### config.mk
export PLATFORM = sky130hd
export DESIGN_NAME = mul_div_seq
export DESIGN_NICKNAME = d
export VERILOG_FILES = /design/src/rtl/mul_div_seq_pkg.sv /design/src/rtl/mul_div_seq_div_step.sv /design/src/rtl/mul_div_seq.sv
export SDC_FILE = /design/constraint.sdc
export NUM_CORES = 1
export LEC_CHECK = 0
export ABC_AREA = 1
export BUFFER_PORTS_ARGS = -buffer_cell sky130_fd_sc_hd__buf_2
export CORE_MARGIN = 4
export CORE_UTILIZATION = 26
export CTS_CLUSTER_DIAMETER = 80
export CTS_CLUSTER_SIZE = 20
export DETAILED_ROUTE_END_ITERATION = 12
export GPL_TIMING_DRIVEN = 1
export MAX_ROUTING_LAYER = met4
export PLACE_DENSITY = 0.39
export SYNTH_ARGS = -nofsm -noshare
export SYNTH_HDL_FRONTEND = slang
export SYNTH_SLANG_ARGS = --single-unit
### constraint.sdc
create_clock -name clk -period 4.95 [get_ports clk]
set_input_delay 0.7425 -clock clk [delete_from_list [all_inputs] [get_ports clk]]
set_output_delay 0.7425 -clock clk [all_outputs]
set_load 0.005 [all_outputs]
### src/rtl/mul_div_seq_pkg.sv
// Shared definitions for the iterative multiply/divide unit and its neighbours
// (instruction decoder, single-cycle ALU).
package mul_div_seq_pkg;

    localparam logic [2:0] OP_MUL  = 3'b100;
    localparam logic [2:0] OP_SMUL = 3'b101;
    localparam logic [2:0] OP_UMUL = 3'b110;
    localparam logic [2:0] OP_DIV  = 3'b111;

    typedef enum logic [1:0] {
        S_IDLE   = 2'd0,
        S_ITER   = 2'd1,
        S_FINISH = 2'd2
    } state_e;

endpackage

### src/rtl/mul_div_seq_div_step.sv
// One restoring-division iteration: shift in the next dividend bit, subtract
// the divisor if it fits, and report the resulting quotient bit.
module mul_div_seq_div_step #(
    parameter int WIDTH = 32
) (
    input  logic [WIDTH-1:0] rem_in,
    input  logic             bit_in,
    input  logic [WIDTH-1:0] divisor,
    output logic [WIDTH-1:0] rem_out,
    output logic             q_out
);

    logic [WIDTH:0]   trial;
    logic [WIDTH-1:0] diff;

    // When the subtraction succeeds the difference is below the divisor, so the
    // low WIDTH bits of the modular subtraction are exact.
    always_comb begin
        trial   = {rem_in, bit_in};
        diff    = trial[WIDTH-1:0] - divisor;
        q_out   = (trial >= {1'b0, divisor});
        rem_out = q_out ? diff : trial[WIDTH-1:0];
    end

endmodule

### src/rtl/mul_div_seq.sv
// Iterative multiply/divide unit: one product or quotient bit per cycle,
// start/busy/done handshake, results held until the next completion.
//
// state    | meaning
// S_IDLE   | waiting for start with op[2]=1; done pulses here after FINISH
// S_ITER   | WIDTH shift-add or restoring-divide iterations
// S_FINISH | sign fix-up, result/flag register write
module mul_div_seq
    import mul_div_seq_pkg::*;
#(
    parameter int WIDTH = 32,
    parameter int CNT_W = 6
) (
    input  logic             clk,
    input  logic             reset,
    input  logic             start,
    input  logic [2:0]       op,
    input  logic [WIDTH-1:0] a,
    input  logic [WIDTH-1:0] b,
    output logic             busy,
    output logic             done,
    output logic [WIDTH-1:0] result,
    output logic [WIDTH-1:0] long_result,
    output logic [3:0]       flags
);

    state_e             state_q, state_d;
    logic [CNT_W-1:0]   cnt_q, cnt_d;
    logic [2:0]         op_q, op_d;
    logic [WIDTH-1:0]   opa_q, opa_d;
    logic [WIDTH-1:0]   opb_q, opb_d;
    logic               neg_q, neg_d;
    logic [WIDTH-1:0]   acc_hi_q, acc_hi_d;
    logic [WIDTH-1:0]   acc_lo_q, acc_lo_d;
    logic               busy_q, busy_d;
    logic               done_q, done_d;
    logic [WIDTH-1:0]   result_q, result_d;
    logic [WIDTH-1:0]   long_q, long_d;
    logic [3:0]         flags_q, flags_d;

    logic [WIDTH:0]     mul_sum;
    logic [WIDTH-1:0]   div_rem;
    logic               div_q;
    logic [2*WIDTH-1:0] prod;
    logic               is_smul;
    logic [WIDTH-1:0]   a_in, b_in;
    logic               flag_n, flag_z;

    mul_div_seq_div_step #(.WIDTH(WIDTH)) u_div_step (
        .rem_in  (acc_hi_q),
        .bit_in  (acc_lo_q[WIDTH-1]),
        .divisor (opb_q),
        .rem_out (div_rem),
        .q_out   (div_q)
    );

    // Multiplier sits in acc_lo and shifts out LSB-first while the product fills in from the top.
    assign mul_sum = {1'b0, acc_hi_q} + (acc_lo_q[0] ? {1'b0, opa_q} : {(WIDTH+1){1'b0}});

    // SMUL works on magnitudes; the most negative value maps to 2^(WIDTH-1) unsigned.
    assign is_smul = (op == OP_SMUL);
    assign a_in    = (is_smul && a[WIDTH-1]) ? (~a + 1'b1) : a;
    assign b_in    = (is_smul && b[WIDTH-1]) ? (~b + 1'b1) : b;

    always_comb begin
        state_d  = state_q;
        cnt_d    = cnt_q;
        op_d     = op_q;
        opa_d    = opa_q;
        opb_d    = opb_q;
        neg_d    = neg_q;
        acc_hi_d = acc_hi_q;
        acc_lo_d = acc_lo_q;
        busy_d   = busy_q;
        done_d   = 1'b0;
        result_d = result_q;
        long_d   = long_q;
        flags_d  = flags_q;
        prod     = {acc_hi_q, acc_lo_q};
        flag_n   = 1'b0;
        flag_z   = 1'b0;

        case (state_q)
            S_IDLE: begin
                if (start && op[2]) begin
                    op_d     = op;
                    opa_d    = a_in;
                    opb_d    = b_in;
                    neg_d    = is_smul && (a[WIDTH-1] ^ b[WIDTH-1]);
                    acc_hi_d = '0;
                    acc_lo_d = (op == OP_DIV) ? a : b_in;
                    cnt_d    = '0;
                    busy_d   = 1'b1;
                    state_d  = S_ITER;
                end
            end
            S_ITER: begin
                if (op_q == OP_DIV) begin
                    acc_hi_d = div_rem;
                    acc_lo_d = {acc_lo_q[WIDTH-2:0], div_q};
                end else begin
                    acc_hi_d = mul_sum[WIDTH:1];
                    acc_lo_d = {mul_sum[0], acc_lo_q[WIDTH-1:1]};
                end
                cnt_d = cnt_q + 1'b1;
                if (cnt_q == CNT_W'(WIDTH-1)) begin
                    state_d = S_FINISH;
                end
            end
            S_FINISH: begin
                if (neg_q) begin
                    prod = ~prod + 1'b1;
                end
                case (op_q)
                    OP_SMUL, OP_UMUL: begin
                        result_d = prod[WIDTH-1:0];
                        long_d   = prod[2*WIDTH-1:WIDTH];
                        flag_n   = prod[2*WIDTH-1];
                        flag_z   = (prod == '0);
                    end
                    OP_DIV: begin
                        // Divide by zero reports quotient 0 and the untouched dividend.
                        result_d = (opb_q == '0) ? '0 : acc_lo_q;
                        long_d   = (opb_q == '0) ? opa_q : acc_hi_q;
                        flag_n   = result_d[WIDTH-1];
                        flag_z   = (result_d == '0);
                    end
                    default: begin
                        result_d = prod[WIDTH-1:0];
                        long_d   = '0;
                        flag_n   = prod[WIDTH-1];
                        flag_z   = (prod[WIDTH-1:0] == '0);
                    end
                endcase
                flags_d = {flag_n, flag_z, 2'b00};
                cnt_d   = '0;
                busy_d  = 1'b0;
                done_d  = 1'b1;
                state_d = S_IDLE;
            end
            default: state_d = S_IDLE;
        endcase
    end

    always_ff @(posedge clk) begin
        if (reset) begin
            state_q  <= S_IDLE;
            cnt_q    <= '0;
            op_q     <= '0;
            opa_q    <= '0;
            opb_q    <= '0;
            neg_q    <= 1'b0;
            acc_hi_q <= '0;
            acc_lo_q <= '0;
            busy_q   <= 1'b0;
            done_q   <= 1'b0;
            result_q <= '0;
            long_q   <= '0;
            flags_q  <= '0;
        end else begin
            state_q  <= state_d;
            cnt_q    <= cnt_d;
            op_q     <= op_d;
            opa_q    <= opa_d;
            opb_q    <= opb_d;
            neg_q    <= neg_d;
            acc_hi_q <= acc_hi_d;
            acc_lo_q <= acc_lo_d;
            busy_q   <= busy_d;
            done_q   <= done_d;
            result_q <= result_d;
            long_q   <= long_d;
            flags_q  <= flags_d;
        end
    end

    assign busy        = busy_q;
    assign done        = done_q;
    assign result      = result_q;
    assign long_result = long_q;
    assign flags       = flags_q;

endmodule

-- After elaboration in Yosys (flattened, before gate mapping)
Index checks and enable logic that the tools add are counted.
- multiplexer cells: 27
- bitwise operators: 4
- $lt $le $gt $ge: 1
- reduce and logical (&&, ||, !) cells: 18
- $add $sub $neg: 6
- equal/unequal tests: 10
- operators by type and width (operator ; number):
    32-bit 2-to-1 mux ; 12
    32-bit one-hot mux with 2 select lines ; 3
    64-bit 2-to-1 mux ; 2
    32-bit logical NOT ; 3
    32-bit by 1-bit adder with 32-bit output (second input constant) ; 2
    64-bit by 1-bit adder with 64-bit output (second input constant) ; 1
    64-bit logical NOT ; 1
    32-bit inverter ; 2
    64-bit inverter ; 1
    32-bit by 32-bit adder with 33-bit output ; 1
    33-bit by 32-bit greater-or-equal comparator with 1-bit output ; 1
    32-bit subtractor ; 1
    6-bit one-hot mux with 3 select lines ; 1
    3-bit equality test (second input constant) ; 5
    2-bit AND reduction ; 5
    6-bit by 1-bit adder with 6-bit output (second input constant) ; 1
    6-bit by 5-bit equality test with 1-bit output (second input constant) ; 1
    6-bit 2-to-1 mux ; 1
    1-bit one-hot mux with 2 select lines ; 3
    1-bit logical AND ; 4
    2-bit 2-to-1 mux ; 2
    2-bit inequality test (second input constant) ; 2
    2-bit one-hot mux with 2 select lines ; 1
    2-bit nonzero test ; 2
    7 further kinds ; 8
- input bits: 70
- logic and storage cells: 79
- output and inout bits: 70
- register bits: 208

-- Longest topological paths before layout
Gate-level depths: netlist of run 1.
- depth after elaboration: 6
- depth in mapped cells: 20
- gate-level depth less buffers: 19

-- Modules after synthesis
From an unflattened synthesis of run 1, not the netlist that was laid out.
- cell total of the unflattened synthesis: 3303
- area, all modules: 18946.9 um2
- by module, submodules not included (module ; sequential area each (um2) ; cells each ; area each (um2) ; times used):
    mul_div_seq ; 4164.0 ; 2656 ; 15786.4 ; 1
    mul_div_seq_div_step ; 0.0 ; 647 ; 3160.5 ; 1

-- Worst setup path after synthesis of run 1
Ideal clock, no wire load.
- path type: register to register
- start point: reg acc_lo_q[0]
- end point: reg acc_hi_q[9]
- cell stages (with the launch flop): 17
- period minus slack after synthesis: 2.792 ns
- library setup time: 0.132 ns
- data required time: 4.818 ns
- path slack: 2.158 ns
- data arrival time: 2.659 ns
- buffers on the path: 2
- cells stage by stage: dfxtp_1 buf_2 clkbuf_1 nand2_1 inv_1 ha_1 inv_1 fa_1 o21ai_2 a21boi_0 o21ai_0 a21boi_0 or2_2 nand3_1 nand3_1 nand2_1 a21oi_1
- longest elaborated chain between the ends: 4
- ends and longest elaborated chain (what ; RTL line ; RTL):
    from (decl) ; mul_div_seq.sv:34 ; logic [WIDTH-1:0] acc_lo_q, acc_lo_d;
    from (signal assigned) ; mul_div_seq.sv:168 ; acc_lo_q <= acc_lo_d;
    32-bit 2-to-1 mux ; mul_div_seq.sv:58 ; assign mul_sum = {1'b0, acc_hi_q} + (acc_lo_q[0] ? {1'b0, opa_q} : {(WIDTH+1){1'b0}});
    32-bit by 32-bit adder with 33-bit output ; mul_div_seq.sv:58 ;
    32-bit 2-to-1 mux ; mul_div_seq.sv:98 ; if (op_q == OP_DIV) begin
    32-bit one-hot mux with 2 select lines ; mul_div_seq.sv:83 ; case (state_q)
    to (signal assigned) ; mul_div_seq.sv:167 ; acc_hi_q <= acc_hi_d;
    to (decl) ; mul_div_seq.sv:33 ; logic [WIDTH-1:0] acc_hi_q, acc_hi_d;
Every way passes these cells.
A chain may end at the register's enable or synchronous reset.

-- Worst setup path after layout of run 1
- start point: reg acc_lo_q[31]
- end point: reg acc_hi_q[15]
- longest elaborated chain between the ends: 4
- elaborated cells between the ends (all ways): 5
- classes of those cells: 1 x add/sub; 1 x order compare; 3 x mux
- ends and longest elaborated chain (what ; RTL line ; RTL):
    32-bit subtractor / 33-bit by 32-bit greater-or-equal comparator with 1-bit output (equally long branches) ; mul_div_seq_div_step.sv:20, mul_div_seq_div_step.sv:21 ;
    32-bit 2-to-1 mux * ; mul_div_seq_div_step.sv:22 ; rem_out = q_out ? diff : trial[WIDTH-1:0];
    32-bit 2-to-1 mux * ; mul_div_seq.sv:98 ;
    32-bit one-hot mux with 2 select lines * ; mul_div_seq.sv:83 ;
Mark *: on every way between the ends. The rest lies on a longest branch, timed or not.

==> results of run 1 <==
==> cell usage in the layout (no fill, tap or decap), types with 36 or more instances in the layout <==
cell type  synthesis  layout
a31oi_1           36      36
o21ai_0          292     292
nand2_1          699     699
buf_2             23     137
xor2_1            63      63
inv_1            355     353
dfxtp_1          208     207
a21oi_1          299     298
nand3_1          192     192
buf_4              2      50
nor2_1           318     315
ha_1              68      68
==> worst max-delay path: cells and delay by family, from the launching register on <==
family / cells / cell delay [ns]
xor+xnor: 1 / 0.23
flops: 1 / 0.53
simple gates: 10 / 1.02
fa+ha+maj: 1 / 0.25
compound gates: 3 / 0.81
buf+inv: 2 / 0.36
==> flip-flops by register name, indices dropped and copies added, names as in the netlist, 3 cells and up <==
register / cells
long_result: 32
result: 32
acc_lo_q: 32
acc_hi_q: 32
cnt_q: 6
opb_q: 32
opa_q: 32
op_q: 3
==> kinds of logic (layout without fill, tap and decap cells) <==
kind of cell,Yosys count,after routing
buffers and inverters,508,593
adder cells (fa/ha/maj),70,70
AND/OR/NAND/NOR,1355,1355
other,1,2
AO/OA/AOI/OAI,784,784
XOR/XNOR,79,79
flip-flops,208,208
==> how the worst max path moves through the flow <==
stage | start | end | slack (ns) | cells past startpoint
after floorplan | acc_lo_q[0] | acc_hi_q[9] | 2.16 | 16
final | acc_lo_q[31] | acc_hi_q[15] | 1.57 | 17
after global routing | acc_lo_q[31] | acc_hi_q[20] | 1.40 | 14
after detailed placement | op[2] | acc_lo_q[17] | 1.37 | 10
after global placement | op[2] | acc_lo_q[17] | 1.43 | 10
after CTS | acc_lo_q[31] | acc_hi_q[15] | 1.64 | 17
==> layout make-up <==
type / count / area (sq um) / share of cell area, %
repair buffers: 188 / 1080 / 5.35
clock buffers: 24 / 557 / 2.75
inverters: 369 / 1390 / 6.87
multi-input cells: 2290 / 11800 / 58.2
clock inverters: 12 / 164 / 0.810
well taps: 873 / 1090 / 5.40
flip-flops and latches: 208 / 4170 / 20.6
==> through the flow <==
stage          util [%]  setup WS (ns)  power [uW]  hold slack (ns)
4_1_cts            29.9           1.64        5120            0.433
2_1_floorplan         -           2.16        2720            0.455
5_1_grt            29.9           1.40        5340            0.476
3_3_place_gp       28.8           1.43        3320            0.455
6_report           29.9           1.57        5090            0.468
3_5_place_dp       28.8           1.37        3310            0.459
==> Yosys cell counts, types with 15 or more instances <==
cell,number
a31oi_1,36
a21oi_1,299
clkbuf_1,100
xor2_1,63
o211ai_1,30
buf_2,23
nor3_1,28
o21ai_0,292
ha_1,68
nand4_1,32
nor4_1,18
nand2_1,699
dfxtp_1,208
nor2_1,318
nor2_2,15
nand3_1,192
inv_1,355
o21ai_1,29
a221oi_1,35
xnor2_1,16
==> report_power, final <==
group          switching, uW  total (uW)  internal [uW]  leakage, uW
Sequential               159        1910           1750      0.00170
Combinational           1020        1390            374      0.00767
Clock                    853        1800            943     0.000354
Total                   2030        5090           3070      0.00972
==> routing by layer <==
layer / vias up / global-route usage (%)
met5: - / -
met4: 0 / 6.49
met3: 110 / 2.81
met2: 850 / 41.0
met1: 10209 / 37.4
li1: 10161 / -
==> summary.txt, run 1 <==
Setup path
  – Reg-to-reg setup timing slack: 1.57 ns
  – Worst Path Required: 5.35 ns
  – Worst Path Max Fanout: 7
  – CP Class: register to register
  – Kind of start point of the critical path: register
  – Worst Reg2Reg Path Length in Cells: 17
  – R2r endpoint: acc_hi_q[15]
  – CP endpoint kind: register
  – Slowest CP cell: o21ai_0
  – Crit-path most repeated cell: nand2_1
  – Worst r2r src: acc_lo_q[31]
  – Cell breakdown of the critical path: inv_1, ha_1, inv_1, nand3_1, nand2_1, nand2_2, nand2_2, nand2_4, o21ai_0, nand2_1, nand2_1, xnor2_1, nand2_1, nand3_1, o21ai_0, nand2_1, o31ai_1
  – CP peak stage delay: 0.65 ns
  – Data arrival, critical path: 3.78 ns

STA
  – Setup TNS: 0 ns
  – Max Slew Vio Count: 0
  – Final Skew: 0.0322 ns
  – Final min period: 3.38 ns
  – Fmax: 296 MHz
  – Final setup violation count: 0
  – Period utilization: 68.3%
  – RSZ-0062 raised after global routing: no
  – Slew at the pin closest to its max-slew limit: 1.27 ns
  – Relative slew slack: 15.3%
  – Hold Vio Cnt, Final: 0

Global route
  – GRT Total Usage: 26.6%
  – GRT overflow: 0
  – Antenna violations before repair: 2
  – First-pass GRT wire length: 142 mm
  – Vias in the first global route: 20010
  – Largest net degree at the start of global routing: 62

Floorplan
  – Cell Rows: 95
  – Initial Util: 26.4%
  – Die X: 270 um
  – CORE AREA: 67600 sq um
  – IO Count: 140
  – Die Span Y: 270 um
  – Die area: 73100 sq um

Logic synthesis
  – Synth async-reset ratio: 0%
  – Post-Syn Area: 17900 sq um
  – FF+latch count, synth: 208
  – Cell accounting for the most synthesized area: dfxtp_1
  – Main area contributors after synthesis: dfxtp_1, nand2_1, a21oi_1, o21ai_0, inv_1
  – Top cell type's share of synthesized area: 23.3%
  – Seq/Total Area, Yosys: 23.3%
  – Largest family of logic cells by synthesized area: simple AND/OR/NAND/NOR gates
  – Synth Area in Compound Gates: 24.5%
  – Xor and xnor fraction of the mapped netlist area: 3.87%
  – Distinct cell type count after synthesis: 56
  – EDFF count, synth: 0
  – Gate Count Post-Synth: 3005
  – Simple-Gate Fraction of Synth Area: 32.2%
  – Mux contribution to synthesized area: 0%
  – Adder-Cell Fraction of Synth Area: 4.98%
  – Ys flop type: dfxtp_1
  – Syn_area_per_cell: 5.95 sq um
  – Synth warnings: 0

Clock tree
  – Clock root buffer: clkbuf_16
  – CTS Buffer Depth: 3
  – CTS clk-pin slew, worst paths: 0.09 ns
  – CTS Buf Count: 21
  – Worst skew pair latency: 0.57 ns
  – Post_cts resized: 0
  – Clock sinks: 208
  – # H-tree levels: 1
  – CTS tree: yes
  – Postcts setup bufs: 0
  – CTS Hold Bufs: 0

Routing
  – Drt first-iter violations: 2043
  – Detailed-route DRC error count: 0
  – Avg WL per Cell: 25.0 um
  – Met2 wire length: 43.7 mm
  – DR top layer: met4
  – Met3 wire length: 6.42 mm
  – DRT met1 WL: 46.2 mm
  – Routed vias/inst: 5.38
  – Antenna Violating Nets Remaining: 0
  – Vias post-DR: 21330
  – Final WL: 99.1 mm
  – Drt first pass iters: 6

Placement
  – Number of port buffers: 137
  – Routability cong.: 1.01
  – Placed wire-length estimate: 79.8 mm
  – Placed inst area: 19500 sq um
  – Dpl cells: 3928

Pwr
  – PD cells: 252 nW/um^2
  – Maximum VDD drop: 0.188 mV
  – Lkg Pwr: 0.00972 uW

Finish
  – N_diodes: 0
  – Nets: 3218
  – Share of layout cells above drive strength 1: 10.1%
  – Final Non-Filler Cells: 3964
  – Post-route cell area: 20200 sq um
  – Fillers: 7729
  – Syn-to-layout area delta: 13.1%

Worst hold path
  – Cells on Worst Hold Path: 2
  – HP Start: result[27]
  – Hold path endpoint: result[27]
  – Min-delay worst type: register to register

Job
  – Max-cap violations: 0

Status
  – Status: finished, final reports clean
No activity file was read; power rests on OpenSTA's default activity.
==> run 2: changes to the inputs <==
--- a/config.mk
+++ b/config.mk
@@ -5,7 +5,7 @@
 export SDC_FILE = /design/constraint.sdc
 export NUM_CORES = 1
 export LEC_CHECK = 0
-export ABC_AREA = 1
+export ABC_AREA = 0
 export BUFFER_PORTS_ARGS = -buffer_cell sky130_fd_sc_hd__buf_2
 export CORE_MARGIN = 4
 export CORE_UTILIZATION = 26
@@ -14,7 +14,7 @@
 export DETAILED_ROUTE_END_ITERATION = 12
 export GPL_TIMING_DRIVEN = 1
 export MAX_ROUTING_LAYER = met4
-export PLACE_DENSITY = 0.39
+export PLACE_DENSITY = 0.41
 export SYNTH_ARGS = -nofsm -noshare
 export SYNTH_HDL_FRONTEND = slang
 export SYNTH_SLANG_ARGS = --single-unit
==> constraint.sdc (replaced) <==
create_clock -name clk -period 3.1 [get_ports clk]
set_input_delay 0.465 -clock clk [delete_from_list [all_inputs] [get_ports clk]]
set_output_delay 0.465 -clock clk [all_outputs]
set_load 0.005 [all_outputs]
==> summary.txt, run 2 <==
Logic synthesis
  – Cell accounting for the most synthesized area: dfxtp_1 (unchanged)
  – Synth async-reset ratio: 0% (unchanged)
  – Gate Count Post-Synth: 2345 (was 3005)
  – FF+latch count, synth: 208 (unchanged)
  – Post-Syn Area: 17000 sq um (was 17900 sq um)
  – Synth warnings: 0 (unchanged)
  – EDFF count, synth: 0 (unchanged)
  – Main area contributors after synthesis: dfxtp_1, nor2_1, ha_1, o21ai_0, a21oi_1 (was dfxtp_1, nand2_1, a21oi_1, o21ai_0, inv_1)
  – Syn_area_per_cell: 7.23 sq um (was 5.95 sq um)
  – Seq/Total Area, Yosys: 24.6% (was 23.3%)
  – Top-count cell post-synth: nor2_1 (was nand2_1)
  – Top cell type's share of synthesized area: 24.6% (was 23.3%)
  – Distinct cell type count after synthesis: 76 (was 56)
  – Synth top cells by count: nor2_1, dfxtp_1, nand2_1, clkbuf_1, o21ai_0 (was nand2_1, inv_1, nor2_1, a21oi_1, o21ai_0)
  – Ys flop type: dfxtp_1 (unchanged)

Global route
  – GRT Total Usage: 24.6% (was 26.6%)
  – First-pass GRT wire length: 129 mm (was 142 mm)
  – Antenna violations before repair: 1 (was 2)
  – GRT overflow: 0 (unchanged)
  – Largest net degree at the start of global routing: 82 (was 62)
  – Vias in the first global route: 19535 (was 20010)

Placement
  – Number of port buffers: 137 (unchanged)
  – Placed wire-length estimate: 70.1 mm (was 79.8 mm)
  – Routability cong.: 0.957 (was 1.01)

Setup path
  – Worst r2r src: acc_hi_q[7] (was acc_lo_q[31])
  – R2r endpoint: flags[2] (was acc_hi_q[15])
  – Kind of start point of the critical path: register (unchanged)
  – CP endpoint kind: register (unchanged)
  – Top Family by Delay on Critical Path: simple AND/OR/NAND/NOR gates (unchanged)
  – CP Class: register to register (unchanged)
  – Worst Reg2Reg Path Length in Cells: 10 (was 17)
  – Crit-path most repeated cell: or4_4 (was nand2_1)
  – Worst Path Required: 3.59 ns (was 5.35 ns)
  – Worst Path Max Fanout: 2 (was 7)
  – CP peak stage delay: 0.55 ns (was 0.65 ns)
  – Slowest CP cell: or4_4 (was o21ai_0)
  – Reg-to-reg setup timing slack: -0.46 ns (was 1.57 ns)
  – WP depth: 10 (was 17)
  – CP bufs+invs: 1 (was 2)
  – Data arrival, critical path: 4.05 ns (was 3.78 ns)
  – Cell breakdown of the critical path: or4_4, or4_4, buf_4, or4_4, or4_1, a211o_1, nand3_1, nand4_1, or4_4, a21oi_2 (was inv_1, ha_1, inv_1, nand3_1, nand2_1, nand2_2, nand2_2, nand2_4, o21ai_0, nand2_1, nand2_1, xnor2_1, nand2_1, nand3_1, o21ai_0, nand2_1, o31ai_1)

Worst hold path
  – HP Start: op[0] (was result[27])
  – Cells on Worst Hold Path: 3 (was 2)
  – Min-delay worst type: input pin to register (was register to register)
  – Hold path endpoint: op_q[0] (was result[27])

STA
  – Final Skew: 0.0238 ns (was 0.0322 ns)
  – Post-route setup slack: -0.460 ns (was 1.57 ns)
  – Worst hold slack: 0.182 ns (was 0.468 ns)
  – Hold Vio Cnt, Final: 0 (unchanged)
  – Final setup violation count: 12 (was 0)
  – Relative slew slack: 42.6% (was 15.3%)
  – Slew at the pin closest to its max-slew limit: 0.861 ns (was 1.27 ns)
  – Max Slew Vio Count: 0 (unchanged)
  – Final min period: 3.56 ns (was 3.38 ns)
  – Period utilization: 115% (was 68.3%)
  – Fmax: 281 MHz (was 296 MHz)
  – RSZ-0062 raised after global routing: yes (was no)

Routing
  – Detailed-route DRC error count: 0 (unchanged)
  – Routed vias/inst: 5.40 (was 5.38)
  – Avg WL per Cell: 23.5 um (was 25.0 um)
  – Vias post-DR: 20101 (was 21330)
  – Drt first pass iters: 8 (was 6)
  – Final WL: 87.6 mm (was 99.1 mm)
  – Drt first-iter violations: 1719 (was 2043)
  – Antenna Violating Nets Remaining: 0 (unchanged)

Finish
  – Most frequent cells in the layout: buf_4, nor2_1, dfxtp_1, nand2_1, a21oi_1 (was nand2_1, inv_1, nor2_1, a21oi_1, o21ai_0)
  – Commonest non-fill, non-tap cell in the layout: buf_4 (was nand2_1)
  – Util after Layout: 37.3% (was 29.9%)
  – Fillers: 6815 (was 7729)
  – Nets: 2992 (was 3218)
  – Share of layout cells above drive strength 1: 31.5% (was 10.1%)
  – Syn-to-layout area delta: 41.7% (was 13.1%)

Floorplan
  – Die area: 69400 sq um (was 73100 sq um)
  – IO Count: 140 (unchanged)
  – Initial Util: 26.3% (was 26.4%)
  – CORE AREA: 64500 sq um (was 67600 sq um)
  – Die X: 263 um (was 270 um)
  – Cell Rows: 93 (was 95)
  – Die Span Y: 263 um (was 270 um)

Clock tree
  – CTS Buffer Depth: 3 (unchanged)
  – # H-tree levels: 1 (unchanged)
  – Worst skew pair latency: 0.56 ns (was 0.57 ns)
  – CTS clk-pin slew, worst paths: 0.08 ns (was 0.09 ns)
  – CTS tree: yes (unchanged)
  – Clock sinks: 208 (unchanged)
  – CTS Hold Bufs: 0 (unchanged)
  – CTS Buf Count: 21 (unchanged)
  – Clock root buffer: clkbuf_16 (unchanged)

Pwr
  – Maximum VDD drop: 0.315 mV (was 0.188 mV)
  – PD cells: 342 nW/um^2 (was 252 nW/um^2)
  – Lkg Pwr: 0.00984 uW (was 0.00972 uW)

Job
  – Max-cap violations: 0 (unchanged)

Status
  – Status: finished, violations left (was finished, final reports clean)
  – Failing checks: negative setup slack
==> run 2: metal layers <==
metal,wire length [um],global-route usage [%]
met5,0,-
met2,40700,39.9
met4,2690,6.27
met1,39700,32.7
met3,4460,3.11
==> run 2: per-stage QoR <==
stage	power, uW	cells	TNS, ns	area (sq um)	setup slack (ns)
6_report	8210	3723	-1.12	24000	-0.460
5_1_grt	8560	3721	-3.80	24000	-0.551
3_5_place_dp	5240	3664	-10.16	22100	-0.560
2_1_floorplan	3980	2346	-1.01	17100	-0.608
4_1_cts	8170	3710	-1.96	23100	-0.479
3_3_place_gp	5230	3664	-7.61	22100	-0.588
==> run 2: final cells by class <==
class / count / area (sq um) / share of cell area [%]
diodes: 3 / 7.51 / 0.0312
clock inverters: 15 / 214 / 0.890
well taps: 855 / 1070 / 4.45
clock buffers: 21 / 526 / 2.19
repair buffers: 679 / 4980 / 20.7
flip-flops and latches: 208 / 4190 / 17.4
multi-input cells: 1878 / 12800 / 53.3
inverters: 64 / 243 / 1.01
==> run 2: how the worst max path moves through the flow <==
stage	start	to	slack, ns
5_1_grt	acc_hi_q[7]	flags[2]	-0.55
2_1_floorplan	acc_hi_q[7]	flags[2]	-0.61
3_5_place_dp	acc_hi_q[7]	flags[2]	-0.56
3_3_place_gp	acc_hi_q[7]	flags[2]	-0.59
6_report	acc_hi_q[7]	flags[2]	-0.46
4_1_cts	acc_hi_q[7]	flags[2]	-0.48
==> run 2: timing repair <==
action | CTS | global route
pin swaps | 35 | 68
hold endpoints to repair | 0 | 0
buffers inserted | 14 | 16
endpoints found under the setup margin | 40 | 59
gates cloned | 0 | 1
gates resized for setup | 66 | 174
==> run 2: logic make-up (layout without fill, tap and decap cells) <==
| group | count (synthesis) | after routing | synth area share (%) |
|---|---|---|---|
| flip-flops | 208 | 208 | 24.6 |
| other | 1 | 5 | 0.0221 |
| buffers and inverters | 260 | 779 | 6.04 |
| AND/OR/NAND/NOR | 863 | 863 | 24.2 |
| AO/OA/AOI/OAI | 755 | 755 | 29.7 |
| adder cells (fa/ha/maj) | 70 | 70 | 5.25 |
| multiplexers | 62 | 62 | 3.71 |
| XOR/XNOR | 126 | 126 | 6.51 |
==> run 2: worst register-to-register path, cell delays in order (launching register included) <==
cell and delay [ns]:
dfxtp_2 0.33, or4_4 0.53, or4_4 0.46, buf_4 0.16
or4_4 0.49, or4_1 0.41, a211o_1 0.30, nand3_1 0.08
nand4_1 0.08, or4_4 0.55, a21oi_2 0.12
==> run 2: power by group <==
part / total, uW / switching [uW] / leakage (uW) / internal [uW]
combinational: 2470 / 1420 / 0.00778 / 1060
clock: 2860 / 1420 / 0.000361 / 1430
sequential: 2880 / 102 / 0.00170 / 2780
